## src/rtl/mips_pkg.sv

```systemverilog
// Shared MIPS decode definitions: opcodes, instruction classes, ALU op classes,
// branch kinds and the ID/EX latch payload.
package mips_pkg;

  localparam int unsigned DATA_W     = 32;
  localparam int unsigned REG_ADDR_W = 5;
  localparam int unsigned NUM_REGS   = 32;
  localparam int unsigned OPCODE_W   = 6;
  localparam int unsigned FUNCT_W    = 6;
  localparam int unsigned IMM_W      = 16;

  localparam logic [OPCODE_W-1:0] OP_RTYPE = 6'b000000;
  localparam logic [OPCODE_W-1:0] OP_ADDI  = 6'b001000;
  localparam logic [OPCODE_W-1:0] OP_SLTI  = 6'b001010;
  localparam logic [OPCODE_W-1:0] OP_ANDI  = 6'b001100;
  localparam logic [OPCODE_W-1:0] OP_ORI   = 6'b001101;
  localparam logic [OPCODE_W-1:0] OP_LW    = 6'b100011;
  localparam logic [OPCODE_W-1:0] OP_SW    = 6'b101011;
  localparam logic [OPCODE_W-1:0] OP_BEQ   = 6'b000100;
  localparam logic [OPCODE_W-1:0] OP_BNE   = 6'b000101;
  localparam logic [OPCODE_W-1:0] OP_BLT   = 6'b000110;
  localparam logic [OPCODE_W-1:0] OP_BGT   = 6'b000111;
  localparam logic [OPCODE_W-1:0] OP_BLE   = 6'b010100;
  localparam logic [OPCODE_W-1:0] OP_BGE   = 6'b010101;

  typedef enum logic [2:0] {
    TYPE_R      = 3'd0,
    TYPE_I      = 3'd1,
    TYPE_LOAD   = 3'd2,
    TYPE_STORE  = 3'd3,
    TYPE_BRANCH = 3'd4
  } instr_type_e;

  typedef enum logic [2:0] {
    ALU_ADD    = 3'd0,
    ALU_BRANCH = 3'd1,
    ALU_RTYPE  = 3'd2,
    ALU_AND    = 3'd3,
    ALU_OR     = 3'd4,
    ALU_SLT    = 3'd5
  } alu_op_e;

  typedef enum logic [2:0] {
    BR_NONE = 3'd0,
    BR_EQ   = 3'd1,
    BR_NE   = 3'd2,
    BR_LT   = 3'd3,
    BR_GT   = 3'd4,
    BR_LE   = 3'd5,
    BR_GE   = 3'd6
  } branch_kind_e;

  typedef struct packed {
    logic         legal;
    instr_type_e  itype;
    alu_op_e      alu_op;
    branch_kind_e branch_kind;
    logic         reg_write;
    logic         mem_read;
    logic         mem_write;
    logic         zero_ext;
  } ctrl_t;

  typedef struct packed {
    logic [DATA_W-1:0]     read_data_1;
    logic [DATA_W-1:0]     read_data_2;
    logic [DATA_W-1:0]     immediate;
    logic [FUNCT_W-1:0]    funct;
    alu_op_e               alu_op;
    instr_type_e           itype;
    logic                  alu_src;
    logic [REG_ADDR_W-1:0] dest;
    logic                  reg_write;
    logic                  mem_read;
    logic                  mem_write;
    branch_kind_e          branch_kind;
    logic                  illegal;
  } id_ex_t;

  // Opcode to control-field table; anything not listed comes back with legal=0.
  function automatic ctrl_t decode_opcode(input logic [OPCODE_W-1:0] opcode);
    ctrl_t c;
    c       = '0;
    c.legal = 1'b1;
    case (opcode)
      OP_RTYPE: begin c.itype = TYPE_R;    c.alu_op = ALU_RTYPE; c.reg_write = 1'b1; end
      OP_ADDI:  begin c.itype = TYPE_I;    c.alu_op = ALU_ADD;   c.reg_write = 1'b1; end
      OP_SLTI:  begin c.itype = TYPE_I;    c.alu_op = ALU_SLT;   c.reg_write = 1'b1; end
      OP_ANDI:  begin c.itype = TYPE_I;    c.alu_op = ALU_AND;   c.reg_write = 1'b1; c.zero_ext = 1'b1; end
      OP_ORI:   begin c.itype = TYPE_I;    c.alu_op = ALU_OR;    c.reg_write = 1'b1; c.zero_ext = 1'b1; end
      OP_LW:    begin c.itype = TYPE_LOAD; c.alu_op = ALU_ADD;   c.reg_write = 1'b1; c.mem_read = 1'b1; end
      OP_SW:    begin c.itype = TYPE_STORE; c.alu_op = ALU_ADD;  c.mem_write = 1'b1; end
      OP_BEQ:   begin c.itype = TYPE_BRANCH; c.alu_op = ALU_BRANCH; c.branch_kind = BR_EQ; end
      OP_BNE:   begin c.itype = TYPE_BRANCH; c.alu_op = ALU_BRANCH; c.branch_kind = BR_NE; end
      OP_BLT:   begin c.itype = TYPE_BRANCH; c.alu_op = ALU_BRANCH; c.branch_kind = BR_LT; end
      OP_BGT:   begin c.itype = TYPE_BRANCH; c.alu_op = ALU_BRANCH; c.branch_kind = BR_GT; end
      OP_BLE:   begin c.itype = TYPE_BRANCH; c.alu_op = ALU_BRANCH; c.branch_kind = BR_LE; end
      OP_BGE:   begin c.itype = TYPE_BRANCH; c.alu_op = ALU_BRANCH; c.branch_kind = BR_GE; end
      default:  c.legal = 1'b0;
    endcase
    return c;
  endfunction

endpackage

```

## src/rtl/register_file.sv

```systemverilog
// 32x32 register file: two combinational read ports with write-through bypass,
// one write port, $0 hardwired to zero.
module register_file
  import mips_pkg::*;
(
  input  logic                  clk,
  input  logic                  rst,
  input  logic                  write_en,
  input  logic [REG_ADDR_W-1:0] write_addr,
  input  logic [DATA_W-1:0]     write_data,
  input  logic [REG_ADDR_W-1:0] read_addr_1,
  input  logic [REG_ADDR_W-1:0] read_addr_2,
  output logic [DATA_W-1:0]     read_data_1_c,
  output logic [DATA_W-1:0]     read_data_2_c
);

  logic [DATA_W-1:0] regs [NUM_REGS];

  always_ff @(posedge clk) begin
    if (rst) begin
      for (int i = 0; i < int'(NUM_REGS); i++) begin
        regs[REG_ADDR_W'(i)] <= '0;
      end
    end else if (write_en && (write_addr != '0)) begin
      regs[write_addr] <= write_data;
    end
  end

  function automatic logic [DATA_W-1:0] read_port(input logic [REG_ADDR_W-1:0] addr);
    if (addr == '0) begin
      return '0;
    end else if (write_en && (write_addr == addr)) begin
      return write_data;
    end
    return regs[addr];
  endfunction

  always_comb begin
    read_data_1_c = read_port(read_addr_1);
    read_data_2_c = read_port(read_addr_2);
  end

endmodule

```

## src/rtl/decode_module.sv

```systemverilog
// ID stage: instruction decode, load-use hazard detection and the ID/EX latch.
// The instruction-class output is named instr_type because "type" is a reserved word.
module decode_module
  import mips_pkg::*;
(
  input  logic        clk,
  input  logic        rst,
  input  logic [31:0] instruction,
  input  logic        instr_valid,
  input  logic        flush,
  input  logic        wb_write_en,
  input  logic [4:0]  wb_addr,
  input  logic [31:0] wb_data,
  input  logic        ex_mem_read,
  input  logic [4:0]  ex_dest,
  output logic [31:0] alu_read_data_1,
  output logic [31:0] alu_read_data_2,
  output logic [31:0] immediate,
  output logic [5:0]  funct,
  output logic [2:0]  alu_op,
  output logic [2:0]  instr_type,
  output logic        alu_src,
  output logic [4:0]  dest,
  output logic        reg_write,
  output logic        mem_read,
  output logic        mem_write,
  output logic [2:0]  branch_kind,
  output logic        illegal,
  output logic        stall
);

  logic [OPCODE_W-1:0]   opcode;
  logic [REG_ADDR_W-1:0] rs;
  logic [REG_ADDR_W-1:0] rt;
  logic [REG_ADDR_W-1:0] rd;
  logic [IMM_W-1:0]      imm16;
  logic [DATA_W-1:0]     rf_data_1_c;
  logic [DATA_W-1:0]     rf_data_2_c;
  logic [REG_ADDR_W-1:0] dest_c;
  logic                  uses_rt_c;
  logic                  hazard_c;
  ctrl_t                 ctrl_c;
  id_ex_t                id_ex_d;
  id_ex_t                id_ex_q;

  assign opcode = instruction[31:26];
  assign rs     = instruction[25:21];
  assign rt     = instruction[20:16];
  assign rd     = instruction[15:11];
  assign imm16  = instruction[15:0];

  register_file u_register_file (
    .clk           (clk),
    .rst           (rst),
    .write_en      (wb_write_en),
    .write_addr    (wb_addr),
    .write_data    (wb_data),
    .read_addr_1   (rs),
    .read_addr_2   (rt),
    .read_data_1_c (rf_data_1_c),
    .read_data_2_c (rf_data_2_c)
  );

  always_comb begin
    ctrl_c    = decode_opcode(opcode);
    dest_c    = (ctrl_c.itype == TYPE_R) ? rd : rt;
    uses_rt_c = ctrl_c.legal && ((ctrl_c.itype == TYPE_R) || (ctrl_c.itype == TYPE_STORE) ||
                                 (ctrl_c.itype == TYPE_BRANCH));
    hazard_c  = ex_mem_read && (ex_dest != '0) &&
                ((ex_dest == rs) || (uses_rt_c && (ex_dest == rt)));
  end

  // A flushed or empty slot never asks fetch to hold.
  assign stall = instr_valid && !flush && hazard_c;

  always_comb begin
    id_ex_d = '0;
    if (instr_valid && !flush && !stall) begin
      if (!ctrl_c.legal) begin
        id_ex_d.illegal = 1'b1;
      end else begin
        id_ex_d.read_data_1 = rf_data_1_c;
        id_ex_d.read_data_2 = rf_data_2_c;
        id_ex_d.immediate   = ctrl_c.zero_ext ? {{(DATA_W-IMM_W){1'b0}}, imm16}
                                              : {{(DATA_W-IMM_W){imm16[IMM_W-1]}}, imm16};
        id_ex_d.funct       = instruction[5:0];
        id_ex_d.alu_op      = ctrl_c.alu_op;
        id_ex_d.itype       = ctrl_c.itype;
        id_ex_d.alu_src     = (ctrl_c.itype == TYPE_I) || (ctrl_c.itype == TYPE_LOAD) ||
                              (ctrl_c.itype == TYPE_STORE);
        id_ex_d.dest        = dest_c;
        id_ex_d.reg_write   = ctrl_c.reg_write && (dest_c != '0);
        id_ex_d.mem_read    = ctrl_c.mem_read;
        id_ex_d.mem_write   = ctrl_c.mem_write;
        id_ex_d.branch_kind = ctrl_c.branch_kind;
      end
    end
  end

  always_ff @(posedge clk) begin
    if (rst) begin
      id_ex_q <= '0;
    end else begin
      id_ex_q <= id_ex_d;
    end
  end

  assign alu_read_data_1 = id_ex_q.read_data_1;
  assign alu_read_data_2 = id_ex_q.read_data_2;
  assign immediate       = id_ex_q.immediate;
  assign funct           = id_ex_q.funct;
  assign alu_op          = id_ex_q.alu_op;
  assign instr_type      = id_ex_q.itype;
  assign alu_src         = id_ex_q.alu_src;
  assign dest            = id_ex_q.dest;
  assign reg_write       = id_ex_q.reg_write;
  assign mem_read        = id_ex_q.mem_read;
  assign mem_write       = id_ex_q.mem_write;
  assign branch_kind     = id_ex_q.branch_kind;
  assign illegal         = id_ex_q.illegal;

endmodule

```

## config.mk

```make
export PLATFORM = sky130hd
export DESIGN_NAME = decode_module
export DESIGN_NICKNAME = d
export VERILOG_FILES = /design/src/rtl/mips_pkg.sv /design/src/rtl/register_file.sv /design/src/rtl/decode_module.sv
export SDC_FILE = /design/constraint.sdc
export NUM_CORES = 2
export LEC_CHECK = 0
export BUFFER_PORTS_ARGS = -buffer_cell sky130_fd_sc_hd__clkbuf_2
export CAP_MARGIN = 10
export CORE_MARGIN = 3
export CORE_UTILIZATION = 45
export DETAILED_ROUTE_END_ITERATION = 8
export GPL_TIMING_DRIVEN = 1
export MAX_ROUTING_LAYER = met4
export PLACE_DENSITY = 0.57
export SKIP_CTS_REPAIR_TIMING = 1
export SLEW_MARGIN = 30
export SYNTH_ARGS = -nofsm -noshare
export SYNTH_HDL_FRONTEND = slang
export SYNTH_HIERARCHICAL = 1
export SYNTH_SLANG_ARGS = --single-unit
export TNS_END_PERCENT = 30
```

## constraint.sdc

```tcl
create_clock -name clk -period 3.4 [get_ports clk]
set_clock_uncertainty 0.1 [all_clocks]
set_input_delay 0.17 -clock clk [delete_from_list [all_inputs] [get_ports clk]]
set_output_delay 0.17 -clock clk [all_outputs]
set_load 0.005 [all_outputs]
```

# Word level (Yosys, flattened, before mapping)
# Memories as Yosys holds them, arrays and structs flattened.
# Cells that the tools add are included.
[totals]
elab_cells = 97
register_bits = 106
memories = 1
ramBits = 1024
[mem_list]
columns = ["memory", "words", "word_bits", "read_ports", "rd_ports_with_merged_regs", "write_ports", "line", "source"]
rows = [
  ["u_register_file.regs", 32, 32, 2, 0, 32, "register_file.sv:17", "logic [DATA_W-1:0] regs [NUM_REGS];"],
]
[op_classes]
reduce_logical = 33
mux = 27
n_bitwise = 2
n_eq_ne = 20
[ops]
columns = ["cell", "n"]
rows = [
  ["2-to-1 mux 32 bit", 7],
  ["one-hot mux 6 bit (8 select lines)", 1],
  ["OR reduction 32 bit", 1],
  ["equality test 6 x 3 -> 1 bit, second input constant", 4],
  ["equality test 6 x 4 -> 1 bit, second input constant", 4],
  ["equality test 5 bit", 4],
  ["one-hot mux 3 bit (6 select lines)", 1],
  ["2-to-1 mux 1 bit", 16],
  ["nonzero test 5 bit", 3],
  ["OR reduction 13 bit", 1],
  ["equality test 6 x 5 -> 1 bit, second input constant", 2],
  ["equality test 6 bit, second input constant", 2],
  ["OR reduction 6 bit", 2],
  ["logical AND 1 bit", 11],
  ["logical NOT 5 bit", 2],
  ["2-to-1 mux 5 bit", 2],
  ["equality test 3 x 2 -> 1 bit, second input constant", 2],
  ["logical NOT 6 bit", 1],
  ["logical OR 1 bit", 5],
  ["OR reduction 2 bit", 2],
  ["OR reduction 4 bit", 1],
  ["equality test 3 x 1 -> 1 bit, second input constant", 1],
  ["equality test 3 bit, second input constant", 1],
  ["logical NOT 3 bit", 1],
  ["other kinds (3)", 5],
]

# Logic depth before layout (Yosys ltp)
[depth]
depth_word = 15
ltp_mapped = 10
depth_no_buf = 6

# Hierarchy
# The synthesis kept the hierarchy.
[modules_own_cells]
columns = ["mod", "cells_each", "seq_area_each_um2", "n_inst", "area_each_um2"]
rows = [
  ["register_file", 3745, 30749.5, 1, 55246.7],
  ["decode_module", 309, 2001.9, 1, 3438.3],
]

# Worst setup path after synthesis
# Ideal clock, no wire load.
[synth_timing]
path_kind = "input to register"
startpoint = "in ex_dest[1]"
endpoint = "reg id_ex_q, in the netlist alu_read_data_2[13]"
required_ns = 3.242
stages = 6
t_arrival_ns = 2.047
setup_time_ns = 0.058
setup_slack_ns = 1.196
n_path_buf = 1
path_cell_list = "or4_1 -> o21a_1 -> a311o_2 -> a211oi_2 -> clkbuf_2 -> and2_2"
[synth_via]
elab_chain_len = 9
elab_cells_between_ends = 12
cone_classes = "eq/ne (2); bitwise (1); reduce/logical (9)"
[synth_lines]
columns = ["element", "line", "source"]
rows = [
  ["from (decl)", "decode_module.sv:15", "input logic [4:0] ex_dest,"],
  ["equality test 5 bit", "decode_module.sv:70", "((ex_dest == rs) || (uses_rt_c && (ex_dest == rt)));"],
  ["logical AND 1 bit", "decode_module.sv:70", ""],
  ["logical OR 1 bit", "decode_module.sv:70", ""],
  ["logical AND 1 bit *", "decode_module.sv:69", "hazard_c = ex_mem_read && (ex_dest != '0) &&"],
  ["logical AND 1 bit *", "decode_module.sv:74", "assign stall = instr_valid && !flush && hazard_c;"],
  ["logical NOT 1 bit *", "decode_module.sv:78", "if (instr_valid && !flush && !stall) begin"],
  ["logical AND 1 bit *", "decode_module.sv:78", ""],
  ["inverter 1 bit (no line) *", "n/a", ""],
  ["OR reduction 3 bit (no line) *", "n/a", ""],
  ["to (signal assigned)", "decode_module.sv:104", "id_ex_q <= id_ex_d;"],
  ["to (decl)", "decode_module.sv:44", "id_ex_t id_ex_q;"],
]
# Every way passes the cells marked *; elsewhere a longest branch is shown, timed or not.
# A chain may end at the register's enable or synchronous reset.

# Worst setup path after layout
[layout_timing]
startpoint = "in instruction[17]"
endpoint = "out stall"
[layout_via]
elab_chain_len = 5
[layout_lines]
columns = ["element", "line", "source"]
rows = [
  ["from (decl)", "decode_module.sv:8", "input logic [31:0] instruction,"],
  ["equality test 5 bit", "decode_module.sv:70", ""],
  ["logical AND 1 bit", "decode_module.sv:70", ""],
  ["logical OR 1 bit", "decode_module.sv:70", ""],
  ["logical AND 1 bit", "decode_module.sv:69", ""],
  ["logical AND 1 bit", "decode_module.sv:74", ""],
  ["to (decl)", "decode_module.sv:29", "output logic stall"],
]
# Every way passes these cells.

==> results.cfg <==
[sta]
drv_slew = 0
hold_slack_ps = 1.423
finalSetupViolations = 0
finalSetupTns_ps = 0
hold_viol = 0
grt_setup_unrepaired = no
maxSlewHeadroom_pct = 33.14
worstMarginPinSlew_ps = 998.3
fin_crit_ps = 2979
fin_crit_sh_pct = 87.60
fmax_mhz = 335.7

[worst_setup_path]
cp.arrival_ps = 2710
crit_type = in2out
timing.rr.start = u_register_file/regs[3][23]
critPathMaxStageDelay_ps = 580
critPathBufInv = 5
r2r_end = alu_read_data_1[23]
crit_path_top_delay_cell = dlygate4sd3_1
crit_fanout = 37
cp.depth = 9
reg2reg_depth = 5
critPathTopFamily = buffers and inverters
path_cells = dlygate4sd3_1 > buf_8 > buf_12 > xor2_1 > a2111oi_0 > buf_4 > a22oi_1 > nor3b_1 > clkbuf_2
r2r_setup_slack_ps = 930
cp-start-kind = input pin
endpoint_kind = primary output
cp_data_required_time_ps = 3130

[detailed_routing]
vias_per_cell = 6.404
ant_nets = 0
first_pass_iters = 6
drt_iter0_markers = 5340
drc_errors = 0
wl_um = 217300
num_vias = 39250
wire_per_inst_um = 35.46

[floorplanning]
rows = 131
die_y_um = 367.1
die_area_um2 = 134800
die_w_um = 367.1
io_pins = 202
fp.coreArea_um2 = 128500
initial_core_util_pct = 45.67

[cts]
clock-sinks = 1124
numCtsBuffers = 130
root_buffer = clkbuf_16
htreeDepth = 4
cts_tree = done
path_clk_slew_ps = 50
clockBufferDepth = 3
clk_latency_ps = 760

[cells_and_area]
nets = 4351
drive_above_1_share_pct = 29.03
finalCoreUtilization_pct = 52.58
areaGrowthSynthToFinish_pct = 15.14

[power_and_ir_drop]
p_total_w = 0.03427
peakVddDrop_mv = 0.4903
cellPowerDensity_nw_per_um2 = 507.2
leakage_nw = 24.24

[synth]
synth_area_leader_cell = edfxtp_1
netlist_area_um2 = 58690
yosysSeqAreaShare_pct = 55.81
netlist.area_leader.share_pct = 52.40
synthArstFlopShare_pct = 0
ys.flop_type = edfxtp_1
yosys_warnings = 6
syn_inst = 4054
synth-seq-cells = 1124
syn_avg_cell_area_um2 = 14.48
synth.distinct_cells = 67
synth_edf_count = 1024
synthTopCellsByArea = edfxtp_1 52%, mux4_2 18%, and2_1 11%

[place]
gp_congestion = 0.8878
portBuffers = 201
dpl.hpwl_um = 131700

[worst_hold_path]
min_to = u_register_file/regs[7][18]
hold_path_depth = 3
min_from = wb_data[18]
hold_path_class = in2reg

[global_routing]
grt_pass1_vias = 38390
grt_pass1_wl_um = 302100
overflow = 0
grt_max_degree = 60
antenna_found_initial = 24
track_usage_pct = 32.79

[run_status]
outcome = finished, final reports clean

[job]
drv_cap = 0
## Yosys cell counts, types with 11 or more instances
| master | number |
|---|---|
| and2_1 | 1033 |
| nand3b_1 | 19 |
| a221oi_1 | 48 |
| nand3_1 | 49 |
| nand2_1 | 98 |
| clkbuf_1 | 306 |
| buf_4 | 38 |
| buf_1 | 13 |
| buf_6 | 12 |
| mux4_2 | 460 |
| a22oi_1 | 54 |
| edfxtp_1 | 1024 |
| a31oi_1 | 17 |
| nor2_1 | 84 |
| buf_2 | 64 |
| mux2_2 | 41 |
| o22ai_1 | 28 |
| mux2i_1 | 202 |
| dfxtp_1 | 100 |
| nor3_1 | 11 |
| o211ai_1 | 41 |
| inv_1 | 19 |
| o221ai_1 | 15 |
| or2_2 | 33 |
| o21ai_0 | 35 |
| a221o_1 | 22 |
| and2_2 | 41 |
| a21oi_1 | 43 |
| a211o_1 | 13 |
## cell type report
type                    instances  area (um^2)
clock inverters                44        394.1
diodes                         24        60.06
flip-flops and latches       1124        32750
clock buffers                 192         3817
inverters                      20        77.57
repair buffers                495         3990
multi-input cells            2500        24320
well taps                    1729         2163
fillers                     10680        60930
## per-layer routing
| layer | part of all wire, % | vias up | GRT usage, % | wire, um |
|---|---|---|---|---|
| met1 | 39 | 20630 | 43.17 | 85420 |
| met2 | 47 | 2348 | 50.07 | 101600 |
| met3 | 11 | 459 | 8.141 | 23170 |
| met4 | 3.3 | 0 | 10.87 | 7110 |
| met5 | 0 | - | - | 0 |
| li1 | - | 15810 | - | - |
## metrics by stage
step | setup slack (ps) | instance area, um^2 | instances
6_report | 421.4 | 67570 | 6128
5_1_grt | 291.7 | 67550 | 6119
4_1_cts | 907.8 | 67090 | 6063
3_5_place_dp | 98.23 | 62880 | 5827
3_3_place_gp | 135.9 | 62880 | 5827
2_1_floorplan | 1196 | 58800 | 4085
## sequential cells by signal, summed over array words and instances (netlist names)
signal	flops
reg_write	1
u_register_file/regs	1024
branch_kind	3
alu_src	1
illegal	1
alu_read_data_1	32
alu_op	3
dest	5
immediate	17
mem_write	1
alu_read_data_2	32
mem_read	1
instr_type	3
## kinds of logic (layout without fill, tap and decap cells)
logic type,count (synthesis),in the layout,synth area share [%]
AND/OR/NAND/NOR,1406,1406,14.27
flip-flops,1124,1124,55.81
multiplexers,703,703,21.89
buffers and inverters,461,751,3.499
AO/OA/AOI/OAI,338,338,4.219
XOR/XNOR,20,20,0.2985
adder cells (fa/ha/maj),1,1,0.01706
other,1,56,0.006390
## where the power goes
group	internal (W)	switching (W)
registers	0.0158	0.000380
clock network	0.00823	0.00576
logic	0.00174	0.00239
## cells in the final DEF, fill, tap and decap left out, drive strengths merged, types with 24 or more instances in the layout
cell type    Yosys  routed
and2          1074    1074
edfxtp        1024    1024
mux4           460     460
clkbuf         314     384
buf            127     263
mux2i          202     202
dfxtp          100     100
nand2           98      98
nor2            84      84
a22oi           54      54
nand3           49      49
a221oi          48      48
a21oi           43      43
mux2            41      41
o211ai          41      41
dlygate4sd3      0      40
o21ai           36      36
or2             34      34
clkinv           0      34
conb             1      32
o22ai           28      28
diode            0      24
## worst max path at each step
stage                    startpoint                  end  slack (ps)
finish              instruction[17]                stall         420
global route        instruction[17]                stall         290
detailed placement  instruction[23]   alu_read_data_1[2]         100
floorplan                ex_dest[1]  alu_read_data_2[13]        1200
CTS                 instruction[23]   alu_read_data_1[2]         910
global placement    instruction[23]   alu_read_data_1[2]         140
## worst reg2reg max path: stages (launching register included)
cell      delay, ps
edfxtp_1        400
mux4_2          490
mux2_2          280
o211ai_1        610
nand2_1         220
and2_2          240
Power figures use the tool's default switching activity.
